===== src/rtl/cpu_multiply.sv =====
// Iterative 32x32 multiplier for the execute stage: retires STEP_BITS multiplier
// bits per cycle, signed or unsigned, full 64-bit product held until request drops.
module cpu_multiply #(
  parameter int STEP_BITS = 4
) (
  input  logic        i_clock,
  input  logic        i_reset,
  input  logic        i_latch,
  input  logic        i_signed,
  input  logic [31:0] i_op1,
  input  logic [31:0] i_op2,
  output logic        o_ready,
  output logic [31:0] o_result,
  output logic [31:0] o_result_hi
);

  localparam int N     = 32 / STEP_BITS;
  localparam int CNT_W = $clog2(N);

  typedef enum logic [1:0] {IDLE, BUSY, DONE} state_t;

  state_t             state, state_next;
  logic [31:0]        mcand, mplier;
  logic               negate;
  logic [63:0]        acc;
  logic [CNT_W-1:0]   count;

  logic               capture, step, finish, release_done;
  logic [31:0]        op1_mag, op2_mag;
  logic [STEP_BITS-1:0] digit;
  logic [5:0]         shift_amt;
  logic [63:0]        partial, acc_sum, product;

  always_ff @(posedge i_clock or posedge i_reset) begin
    if (i_reset) state <= IDLE;
    else         state <= state_next;
  end

  // NOTE: every signal gets a default before the case so no latch is inferred.
  always_comb begin
    state_next   = state;
    capture      = 1'b0;
    step         = 1'b0;
    finish       = 1'b0;
    release_done = 1'b0;
    case (state)
      IDLE: if (i_latch) begin
        capture    = 1'b1;
        state_next = BUSY;
      end
      BUSY: if (!i_latch) begin
        state_next = IDLE;
      end else begin
        step = 1'b1;
        if (count == CNT_W'(N - 1)) begin
          finish     = 1'b1;
          state_next = DONE;
        end
      end
      DONE: if (!i_latch) begin
        release_done = 1'b1;
        state_next   = IDLE;
      end
      default: state_next = IDLE;
    endcase
  end

  // Magnitudes are unsigned 32-bit, so 0x80000000 maps exactly to 2^31.
  always_comb begin
    op1_mag   = (i_signed && i_op1[31]) ? (-i_op1) : i_op1;
    op2_mag   = (i_signed && i_op2[31]) ? (-i_op2) : i_op2;
    digit     = mplier[STEP_BITS-1:0];
    shift_amt = 6'(count) * 6'(STEP_BITS);
    partial   = 64'(mcand) * 64'(digit);
    acc_sum   = acc + (partial << shift_amt);
    product   = negate ? (-acc_sum) : acc_sum;
  end

  // NOTE: sequential state uses non-blocking assignments so all registers update
  // from the same pre-edge values.
  always_ff @(posedge i_clock or posedge i_reset) begin
    if (i_reset) begin
      mcand       <= '0;
      mplier      <= '0;
      negate      <= 1'b0;
      acc         <= '0;
      count       <= '0;
      o_ready     <= 1'b0;
      o_result    <= '0;
      o_result_hi <= '0;
    end else begin
      if (capture) begin
        mcand  <= op1_mag;
        mplier <= op2_mag;
        negate <= i_signed & (i_op1[31] ^ i_op2[31]);
        acc    <= '0;
        count  <= '0;
      end
      if (step) begin
        acc    <= acc_sum;
        mplier <= mplier >> STEP_BITS;
        count  <= count + CNT_W'(1);
      end
      if (finish) begin
        {o_result_hi, o_result} <= product;
        o_ready                 <= 1'b1;
      end
      if (release_done) o_ready <= 1'b0;
    end
  end

endmodule


===== config.mk =====
export PLATFORM = sky130hd
export DESIGN_NAME = cpu_multiply
export DESIGN_NICKNAME = d
export VERILOG_FILES = /design/src/rtl/cpu_multiply.sv
export SDC_FILE = /design/constraint.sdc
export NUM_CORES = 1
export LEC_CHECK = 0
export ABC_AREA = 1
export BUFFER_PORTS_ARGS = -buffer_cell sky130_fd_sc_hd__buf_2
export CAP_MARGIN = 25
export CORE_MARGIN = 2
export CORE_UTILIZATION = 36
export CTS_BUF_LIST = sky130_fd_sc_hd__clkbuf_4 sky130_fd_sc_hd__clkbuf_8
export CTS_CLUSTER_SIZE = 28
export DETAILED_ROUTE_END_ITERATION = 8
export GPL_TIMING_DRIVEN = 0
export HOLD_SLACK_MARGIN = 0.12
export PLACE_DENSITY = 0.53
export SETUP_SLACK_MARGIN = 0.4
export SLEW_MARGIN = 20
export SYNTH_ARGS = -nofsm -noshare
export SYNTH_HDL_FRONTEND = slang
export SYNTH_SLANG_ARGS = --single-unit

===== constraint.sdc =====
create_clock -name i_clock -period 14.8 [get_ports i_clock]
set_input_delay 2.22 -clock i_clock [delete_from_list [all_inputs] [get_ports i_clock]]
set_output_delay 2.22 -clock i_clock [all_outputs]
set_load 0.03 [all_outputs]

==> flow_summary.html, run 1 <==
<table>
<tr><th>Metric</th><th>Value</th></tr>
<tr><th colspan="2">Place</th></tr>
<tr><td>Routability-driven placement congestion ratio</td><td>1.00</td></tr>
<tr><td>HPWL reported at the end of detailed placement</td><td>~75000 um</td></tr>
<tr><td>Port Buffer Count</td><td>about 130</td></tr>
<tr><th colspan="2">Yosys</th></tr>
<tr><td>Most frequent cells after synthesis</td><td>sky130_fd_sc_hd__nand2_1, sky130_fd_sc_hd__inv_1, sky130_fd_sc_hd__nor2_1</td></tr>
<tr><td>Most numerous cell in the Yosys netlist</td><td>sky130_fd_sc_hd__nand2_1</td></tr>
<tr><td>Dominant combinational cell family by area after synthesis</td><td>simple AND/OR/NAND/NOR gates</td></tr>
<tr><td>Sequential area share after synthesis</td><td>roughly 22%</td></tr>
<tr><td>Cell type contributing the most total cell area after synthesis</td><td>sky130_fd_sc_hd__nand2_1</td></tr>
<tr><td>Number of cells produced by synthesis</td><td>~4000</td></tr>
<tr><td>Proportion of synthesized flip-flops having asynchronous set or reset</td><td>100%</td></tr>
<tr><td>Arithmetic-cell share of the synthesized area counting full adders, half adders and majority gates</td><td>between 10% and 20%</td></tr>
<tr><td>Post-synthesis average cell area</td><td>just under 6 um^2</td></tr>
<tr><td>Main synth FF type</td><td>sky130_fd_sc_hd__dfrtp_1</td></tr>
<tr><td>Post-Synthesis Net Count</td><td>between 4000 and 5000</td></tr>
<tr><td>Number of distinct library cells after synthesis</td><td>~50</td></tr>
<tr><td>Main area contributors after synthesis</td><td>sky130_fd_sc_hd__nand2_1, sky130_fd_sc_hd__dfrtp_1, sky130_fd_sc_hd__inv_1</td></tr>
<tr><td>Simple-Gate Fraction of Synth Area</td><td>between 30% and 40%</td></tr>
<tr><td>Mapped cell area</td><td>roughly 23000 um^2</td></tr>
<tr><td>Number of warnings printed during yosys synthesis</td><td>0</td></tr>
<tr><td>Mux contribution to synthesized area</td><td>0.173%</td></tr>
<tr><td>XOR/XNOR share of the synthesized area</td><td>3.94%</td></tr>
<tr><td>Portion of synthesized cell area occupied by the leading cell type</td><td>a little under a quarter</td></tr>
<tr><td>Register bit count reported by yosys</td><td>~200</td></tr>
<tr><td>Synthesized-area fraction occupied by ao, oa, aoi and oai cells</td><td>under 10%</td></tr>
<tr><td>EDFF count, synth</td><td>0</td></tr>
<tr><th colspan="2">Layout</th></tr>
<tr><td>Area growth from synthesis to layout</td><td>9.57%</td></tr>
<tr><td>Net count of the finished layout</td><td>4321</td></tr>
<tr><td>Fraction of final layout cells sized beyond drive strength 1</td><td>a little under 7%</td></tr>
<tr><td>Final core area utilization</td><td>roughly 40%</td></tr>
<tr><th colspan="2">Status</th></tr>
<tr><td>Outcome</td><td>complete, no violations</td></tr>
<tr><th colspan="2">Critical path</th></tr>
<tr><td>Capturing element type of the critical path</td><td>flop</td></tr>
<tr><td>Setup crit start kind</td><td>flop</td></tr>
<tr><td>Largest stage delay on the critical path</td><td>between 0.5 and 0.6 ns</td></tr>
<tr><td>Critical path class</td><td>reg -&gt; reg</td></tr>
<tr><td>Slowest library cell on the worst path</td><td>sky130_fd_sc_hd__fa_1</td></tr>
<tr><td>Required time worst endpoint</td><td>roughly 15 ns</td></tr>
<tr><td>Signal arrival time at the worst endpoint</td><td>roughly 9.3 ns</td></tr>
<tr><td>Crit path max fanout</td><td>10</td></tr>
<tr><td>Crit-path most repeated cell</td><td>sky130_fd_sc_hd__nand2_1</td></tr>
<tr><th colspan="2">STA</th></tr>
<tr><td>Slew at the pin closest to its max-slew limit</td><td>between 1 and 1.5 ns</td></tr>
<tr><td>Final worst path period need</td><td>about 9 ns</td></tr>
<tr><td>Highest attainable clock frequency</td><td>about 110 MHz</td></tr>
<tr><td>Count of final setup violators</td><td>0</td></tr>
<tr><td>Summed negative setup slack over all endpoints</td><td>0 ns</td></tr>
<tr><td>Number of max-slew violations in the final report</td><td>0</td></tr>
<tr><td>Hold Fails Final Rpt</td><td>0</td></tr>
<tr><td>Period Utilization, post-route</td><td>around three fifths</td></tr>
<tr><td>Worst clock skew on the final layout</td><td>0.0288 ns</td></tr>
<tr><td>Worst slew margin relative to its limit</td><td>between 20% and 30%</td></tr>
<tr><td>Unrepaired setup endpoints after global routing</td><td>no</td></tr>
<tr><th colspan="2">GRT</th></tr>
<tr><td>Via count of the first global-routing pass</td><td>~23000</td></tr>
<tr><td>First-pass GRT wire length</td><td>139000 um</td></tr>
<tr><td>Antenna violations before repair</td><td>2</td></tr>
<tr><td>Overall global routing resource usage</td><td>27.3%</td></tr>
<tr><td>Leftover overflow at the end of global routing</td><td>0</td></tr>
<tr><td>Maximum number of pins on one net before global-route repair</td><td>a little over 90</td></tr>
<tr><th colspan="2">Drt</th></tr>
<tr><td>Total wirelength of the detailed-routed design</td><td>89100 um</td></tr>
<tr><td>DR vias/cell</td><td>roughly 4.9</td></tr>
<tr><td>WL per Instance</td><td>about 18 um</td></tr>
<tr><td>DR iter-0 viols</td><td>between 1500 and 2000</td></tr>
<tr><td>Detail Route Antenna Nets</td><td>0</td></tr>
<tr><td>Router iterations before antenna repair</td><td>7</td></tr>
<tr><td>Number of vias in the routed layout</td><td>24300</td></tr>
<tr><td>Number of remaining DRC errors</td><td>0</td></tr>
<tr><th colspan="2">Clock network</th></tr>
<tr><td>Maximum count of clock buffers along a single path</td><td>2</td></tr>
<tr><td>Number of buffers inserted to repair setup after CTS</td><td>0</td></tr>
<tr><td>Hold-fix buffer count after cts</td><td>0</td></tr>
<tr><td>TritonCTS Buffers</td><td>17</td></tr>
<tr><td>Latest clock arrival within the worst-skew pair</td><td>just over 0.6 ns</td></tr>
<tr><td>CTS Root Cell</td><td>sky130_fd_sc_hd__clkbuf_8</td></tr>
<tr><td>Number of gates resized after CTS</td><td>0</td></tr>
<tr><td>H-tree depth</td><td>4</td></tr>
<tr><td>Reg clk slew, reported paths</td><td>around 0.13 ns</td></tr>
<tr><td>TritonCTS clock tree</td><td>yes</td></tr>
<tr><td>Number of sinks on the clock net</td><td>roughly 200</td></tr>
<tr><th colspan="2">Floorplan</th></tr>
<tr><td>Starting density of the core</td><td>a little over a third</td></tr>
<tr><td>Number of placement rows</td><td>between 90 and 100</td></tr>
<tr><td>Floorplan Core Area</td><td>between 60000 and 70000 um^2</td></tr>
<tr><td>Vertical extent of the die</td><td>roughly 260 um</td></tr>
<tr><td>Die Outline Area</td><td>66200 um^2</td></tr>
<tr><td>Die span in x</td><td>approximately 260 um</td></tr>
<tr><td>Top-level port count</td><td>between 100 and 150</td></tr>
<tr><th colspan="2">Pwr</th></tr>
<tr><td>Worst ir drop on vdd</td><td>0.0646 mV</td></tr>
<tr><td>Pwr dens</td><td>~160 nW/um^2</td></tr>
<tr><td>Cell leakage power</td><td>0.0144 uW</td></tr>
<tr><th colspan="2">Flow run</th></tr>
<tr><td>Number of max-cap violations</td><td>0</td></tr>
<tr><th colspan="2">Hold path</th></tr>
<tr><td>Type of the most critical hold path</td><td>reg -&gt; reg</td></tr>
</table>
## worst paths after layout
path	start	end	slack (ns)	cells after the start
max reg2reg	mplier[1]	o_result_hi[13]	5.96	40
min	o_result_hi[18]	o_result_hi[18]	0.49	2
max	mplier[1]	o_result_hi[13]	5.96	40
max in group asynchronous	i_reset	mplier[12]	12.08	4
min reg2reg	o_result_hi[18]	o_result_hi[18]	0.49	2
min in group asynchronous	i_reset	o_result[7]	1.62	2
## per-stage QoR
step,setup WS [ns],instance area (um^2),hold slack (ns),instances,power (uW)
after floorplan,7.15,23100,0.455,3929,2710
after global placement,3.88,24800,0.461,4907,3570
after detailed placement,6.19,24900,0.460,4911,3580
after CTS,6.17,25300,0.494,4943,3990
after global routing,5.42,25300,0.511,4945,4390
final,5.96,25300,0.487,4946,4010
## per-layer routing
layer / routed length, um / GRT usage [%]
met5: 0 / 0
met4: 2250 / 7.69
met3: 3860 / 3.11
met2: 40300 / 44.6
met1: 42700 / 37.9
## cell type report
| cell class | instances | area, um^2 |
|---|---|---|
| Multi-Input combinational cell | 2898 | 15000 |
| Tap cell | 846 | 1060 |
| Buffer | 100 | 382 |
| Sequential cell | 199 | 4980 |
| Antenna cell | 3 | 7.51 |
| Clock buffer | 20 | 263 |
| Inverter | 732 | 2760 |
| Fill cell | 7188 | 38000 |
| Clock inverter | 12 | 134 |
| Timing Repair Buffer | 136 | 742 |
## cells in the final DEF (no fill, tap or decap), drive strengths merged, types with 3 or more instances in the layout
| cell | count |
|---|---|
| nand3b | 7 |
| diode | 3 |
| nor2 | 339 |
| and2 | 4 |
| nand4 | 43 |
| o21ai | 234 |
| o221ai | 9 |
| a21o | 3 |
| mux2i | 4 |
| nand3 | 262 |
| xor2 | 80 |
| nor4 | 11 |
| inv | 733 |
| a21oi | 93 |
| nor3 | 41 |
| o31ai | 3 |
| and3 | 3 |
| buf | 147 |
| o22ai | 4 |
| o311ai | 5 |
| o211ai | 26 |
| fa | 61 |
| clkbuf | 109 |
| clkinv | 10 |
| nand2 | 1498 |
| ha | 108 |
| or2 | 5 |
| dfrtp | 199 |
| a221oi | 4 |
| xnor2 | 24 |
| o21bai | 16 |
| a31oi | 4 |
## critical path, delay by kind of cell (launching register included)
| kind | cells | cell delay (ns) |
|---|---|---|
| buffers and inverters | 6 | 1.29 |
| XOR/XNOR | 1 | 0.20 |
| multiplexers | 1 | 0.30 |
| AND/OR/NAND/NOR | 24 | 3.44 |
| AO/OA/AOI/OAI | 4 | 1.03 |
| adder cells (fa/ha/maj) | 4 | 2.12 |
| flip-flops | 1 | 0.34 |
## cell families after synthesis
kind of cell | count (synthesis)
AOI/OAI and AO/OA | 405
xor gates and xnor gates | 104
adders and majority gates | 169
buffers and inverters | 832
DFF | 199
muxes | 4
and+or+nand+nor | 2216
## power by group
group          internal, uW  switching [uW]  total (uW)
Clock                   134             263         397
Combinational           839            2050        2890
Sequential              635            81.1         716
Total                  1610            2400        4010
## sequential cells by signal (all words and copies together) (netlist names)
name         cells
acc             64
count            3
mcand           32
mplier          32
negate           1
o_ready          1
o_result        32
o_result_hi     32
state            2
No activity file was read; power rests on OpenSTA's default activity.
==> run 2, diff against run 1 <==
clock period = 8.2 ns   (was 14.8 ns; I/O delays follow)
==> run 2 against run 1 <==
  * Combinational power up 88%
  * Via count up 0.20%
  * Hold slack about the same
  * Clock skew up 0.0012 ns
  * Register-to-register slack worse by 5.2 ns
  * Non-clock buffer count up 15
  * Wire length up 0.37%
  * Global-route usage about the same
  * Largest cell class unchanged
  * Fmax up 19%
  * Die area unchanged
  * Critical path type unchanged
  * Clock-buffer cell count unchanged
  * Highest routed layer unchanged
==> flow_summary.html, run 2 (synthesis results as in run 1) <==
<table>
<tr><th>Metric</th><th>Value</th></tr>
<tr><th colspan="2">Flow run</th></tr>
<tr><td>Number of max-cap violations</td><td>0 (unchanged)</td></tr>
<tr><th colspan="2">Hold path</th></tr>
<tr><td>Number of cells traversed by the worst hold path</td><td>2 (unchanged)</td></tr>
<tr><td>Type of the most critical hold path</td><td>reg -&gt; reg (unchanged)</td></tr>
<tr><td>Hold-critical path endpoint</td><td>o_result_hi[18] (unchanged)</td></tr>
<tr><td>Critical hold path startpoint</td><td>o_result_hi[18] (unchanged)</td></tr>
<tr><th colspan="2">Critical path</th></tr>
<tr><td>Signal arrival time at the worst endpoint</td><td>7.92 ns (was 9.34 ns)</td></tr>
<tr><td>Crit-path most repeated cell</td><td>sky130_fd_sc_hd__nand2_1 (unchanged)</td></tr>
<tr><td>Setup crit start kind</td><td>flop (unchanged)</td></tr>
<tr><td>Worst r2r path cells</td><td>41 (was 40)</td></tr>
<tr><td>Largest stage delay on the critical path</td><td>0.53 ns (was 0.57 ns)</td></tr>
<tr><td>Critical R2R Launch</td><td>mplier[3] (was mplier[1])</td></tr>
<tr><td>Crit path max fanout</td><td>10 (unchanged)</td></tr>
<tr><td>Capturing element type of the critical path</td><td>flop (unchanged)</td></tr>
<tr><td>Endpoint of the worst register-to-register path</td><td>o_result_hi[23] (was o_result_hi[13])</td></tr>
<tr><td>Critical path class</td><td>reg -&gt; reg (unchanged)</td></tr>
<tr><td>Flop2flop setup slack</td><td>0.80 ns (was 5.96 ns)</td></tr>
<tr><td>Slowest library cell on the worst path</td><td>sky130_fd_sc_hd__fa_1 (unchanged)</td></tr>
<tr><td>Required time worst endpoint</td><td>8.72 ns (was 15.30 ns)</td></tr>
<tr><th colspan="2">GRT</th></tr>
<tr><td>Via count of the first global-routing pass</td><td>23200 (about the same)</td></tr>
<tr><td>Antenna violations before repair</td><td>2 (unchanged)</td></tr>
<tr><td>Leftover overflow at the end of global routing</td><td>0 (unchanged)</td></tr>
<tr><td>First-pass GRT wire length</td><td>139000 um (unchanged)</td></tr>
<tr><td>Maximum number of pins on one net before global-route repair</td><td>91 (unchanged)</td></tr>
<tr><td>Overall global routing resource usage</td><td>27.3% (about the same)</td></tr>
<tr><th colspan="2">Layout</th></tr>
<tr><td>Area growth from synthesis to layout</td><td>11.1% (was 9.57%)</td></tr>
<tr><td>Register with the highest flop count</td><td>acc (unchanged)</td></tr>
<tr><td>Final core area utilization</td><td>40.6% (was 40.0%)</td></tr>
<tr><td>Non-Filler Instances</td><td>4961 (was 4946)</td></tr>
<tr><td>Leading cell types in the layout, fill and taps excluded</td><td>sky130_fd_sc_hd__nand2_1, sky130_fd_sc_hd__inv_1, sky130_fd_sc_hd__nor2_1 (unchanged)</td></tr>
<tr><td>Fraction of final layout cells sized beyond drive strength 1</td><td>8.88% (was 6.96%)</td></tr>
<tr><td>Most common cell after layout, fill and taps aside</td><td>sky130_fd_sc_hd__nand2_1 (unchanged)</td></tr>
<tr><td>Net count of the finished layout</td><td>4336 (was 4321)</td></tr>
<tr><td>Largest register FFs</td><td>64 (unchanged)</td></tr>
<tr><th colspan="2">Floorplan</th></tr>
<tr><td>Die Outline Area</td><td>66200 um^2 (unchanged)</td></tr>
<tr><td>Die span in x</td><td>257 um (unchanged)</td></tr>
<tr><td>Vertical extent of the die</td><td>257 um (unchanged)</td></tr>
<tr><td>Top-level port count</td><td>133 (unchanged)</td></tr>
<tr><td>Number of placement rows</td><td>92 (unchanged)</td></tr>
<tr><td>Starting density of the core</td><td>36.5% (unchanged)</td></tr>
<tr><td>Floorplan Core Area</td><td>63300 um^2 (unchanged)</td></tr>
<tr><th colspan="2">STA</th></tr>
<tr><td>Hold Fails Final Rpt</td><td>0 (unchanged)</td></tr>
<tr><td>Worst clock skew on the final layout</td><td>0.0300 ns (was 0.0288 ns)</td></tr>
<tr><td>Number of max-slew violations in the final report</td><td>0 (unchanged)</td></tr>
<tr><td>Count of final setup violators</td><td>0 (unchanged)</td></tr>
<tr><td>Final worst path period need</td><td>7.40 ns (was 8.84 ns)</td></tr>
<tr><td>Worst slew margin relative to its limit</td><td>26.6% (was 27.2%)</td></tr>
<tr><td>Post-route setup slack</td><td>0.797 ns (was 5.96 ns)</td></tr>
<tr><td>Slew at the pin closest to its max-slew limit</td><td>1.10 ns (was 1.09 ns)</td></tr>
<tr><td>Summed negative setup slack over all endpoints</td><td>0 ns (unchanged)</td></tr>
<tr><td>Highest attainable clock frequency</td><td>135 MHz (was 113 MHz)</td></tr>
<tr><td>Unrepaired setup endpoints after global routing</td><td>yes (was no)</td></tr>
<tr><td>Period Utilization, post-route</td><td>90.3% (was 59.7%)</td></tr>
<tr><th colspan="2">Drt</th></tr>
<tr><td>Met2 wire length</td><td>40300 um (about the same)</td></tr>
<tr><td>DR vias/cell</td><td>4.91 (about the same)</td></tr>
<tr><td>Number of remaining DRC errors</td><td>0 (unchanged)</td></tr>
<tr><td>DR iter-0 viols</td><td>1745 (was 1806)</td></tr>
<tr><td>Detail Route Antenna Nets</td><td>0 (unchanged)</td></tr>
<tr><td>Routed length on met1</td><td>42700 um (about the same)</td></tr>
<tr><td>Number of vias in the routed layout</td><td>24300 (about the same)</td></tr>
<tr><td>WL per Instance</td><td>18.0 um (about the same)</td></tr>
<tr><td>Router iterations before antenna repair</td><td>7 (unchanged)</td></tr>
<tr><td>Total wirelength of the detailed-routed design</td><td>89400 um (was 89100 um)</td></tr>
<tr><td>Metal3 WL</td><td>3980 um (was 3860 um)</td></tr>
<tr><td>Top layer used by detailed routing</td><td>met4 (unchanged)</td></tr>
<tr><th colspan="2">Clock network</th></tr>
<tr><td>CTS Root Cell</td><td>sky130_fd_sc_hd__clkbuf_8 (unchanged)</td></tr>
<tr><td>Latest clock arrival within the worst-skew pair</td><td>0.60 ns (was 0.61 ns)</td></tr>
<tr><td>TritonCTS Buffers</td><td>17 (unchanged)</td></tr>
<tr><td>Maximum count of clock buffers along a single path</td><td>2 (unchanged)</td></tr>
<tr><td>Number of sinks on the clock net</td><td>199 (unchanged)</td></tr>
<tr><td>TritonCTS clock tree</td><td>yes (unchanged)</td></tr>
<tr><td>Reg clk slew, reported paths</td><td>0.14 ns (was 0.13 ns)</td></tr>
<tr><td>H-tree depth</td><td>4 (unchanged)</td></tr>
<tr><th colspan="2">Place</th></tr>
<tr><td>Setup WS pre-CTS</td><td>-0.409 ns (was 6.19 ns)</td></tr>
<tr><td>Routability-driven placement congestion ratio</td><td>1.00 (unchanged)</td></tr>
<tr><td>Number of placed cells counting well taps</td><td>4911 (unchanged)</td></tr>
<tr><td>Port Buffer Count</td><td>132 (unchanged)</td></tr>
<tr><td>HPWL reported at the end of detailed placement</td><td>75200 um (unchanged)</td></tr>
<tr><th colspan="2">Pwr</th></tr>
<tr><td>Pwr dens</td><td>289 nW/um^2 (was 158 nW/um^2)</td></tr>
<tr><td>Worst ir drop on vdd</td><td>0.120 mV (was 0.0646 mV)</td></tr>
<tr><td>Total chip power</td><td>7430 uW (was 4010 uW)</td></tr>
<tr><td>Cell leakage power</td><td>0.0145 uW (was 0.0144 uW)</td></tr>
<tr><th colspan="2">Status</th></tr>
<tr><td>Outcome</td><td>complete, no violations (unchanged)</td></tr>
</table>
[run 2: worst max-delay path, delay by kind of cell, from the launching register on]
kind | cells | cell delay [ns]
simple gates | 27 | 3.62
fa+ha+maj | 4 | 1.82
compound gates | 5 | 0.90
buf+inv | 5 | 0.55
flops | 1 | 0.38
[run 2: timing repair]
action / in CTS / in global routing
pin swaps: 3 / 9
endpoints found under the setup margin: 41 / 39
resized for setup: 22 / 97
buffers inserted: 4 / 11
hold buffers: 0 / 0
endpoints found under the hold margin: 0 / 0
cloned: 0 / 0
[run 2: layout make-up]
| type | instances | area [um^2] |
|---|---|---|
| well taps | 846 | 1060 |
| multi-input cells | 2898 | 15200 |
| plain buffers | 100 | 415 |
| fillers | 7168 | 37600 |
| flip-flops and latches | 199 | 4980 |
| repair buffers | 151 | 855 |
| diodes | 3 | 7.51 |
| clock inverters | 12 | 134 |
| clock buffers | 20 | 263 |
| inverters | 732 | 2760 |
[run 2: how the worst max path moves through the flow]
stage	start	end	slack [ns]	cells past startpoint
after global placement	i_reset	mplier[14]	-1.73	2
after detailed placement	mplier[1]	o_result_hi[27]	-0.41	42
after CTS	mplier[3]	o_result_hi[27]	0.37	42
after floorplan	i_reset	acc[0]	1.54	1
after global routing	mplier[2]	o_result_hi[25]	0.38	45
final	mplier[3]	o_result_hi[23]	0.80	41
[run 2: metal layers]
metal,global-route usage [%],vias up
met1,37.8,11300
met3,3.12,84
met5,0,-
li1,-,12500
met2,44.6,517
met4,8.01,0
[run 2: metrics by stage]
step                      hold slack (ns)  instance area (um^2)
after floorplan                     0.455                 23100
after global placement              0.461                 24800
after detailed placement            0.460                 24900
after CTS                           0.494                 25400
after global routing                0.511                 25700
final                               0.487                 25700
[run 2: where the power goes]
group / internal (uW) / total (uW) / switching [uW]
clock network: 241 / 716 / 475
registers: 1150 / 1290 / 146
logic: 1630 / 5420 / 3790
total: 3020 / 7430 / 4410
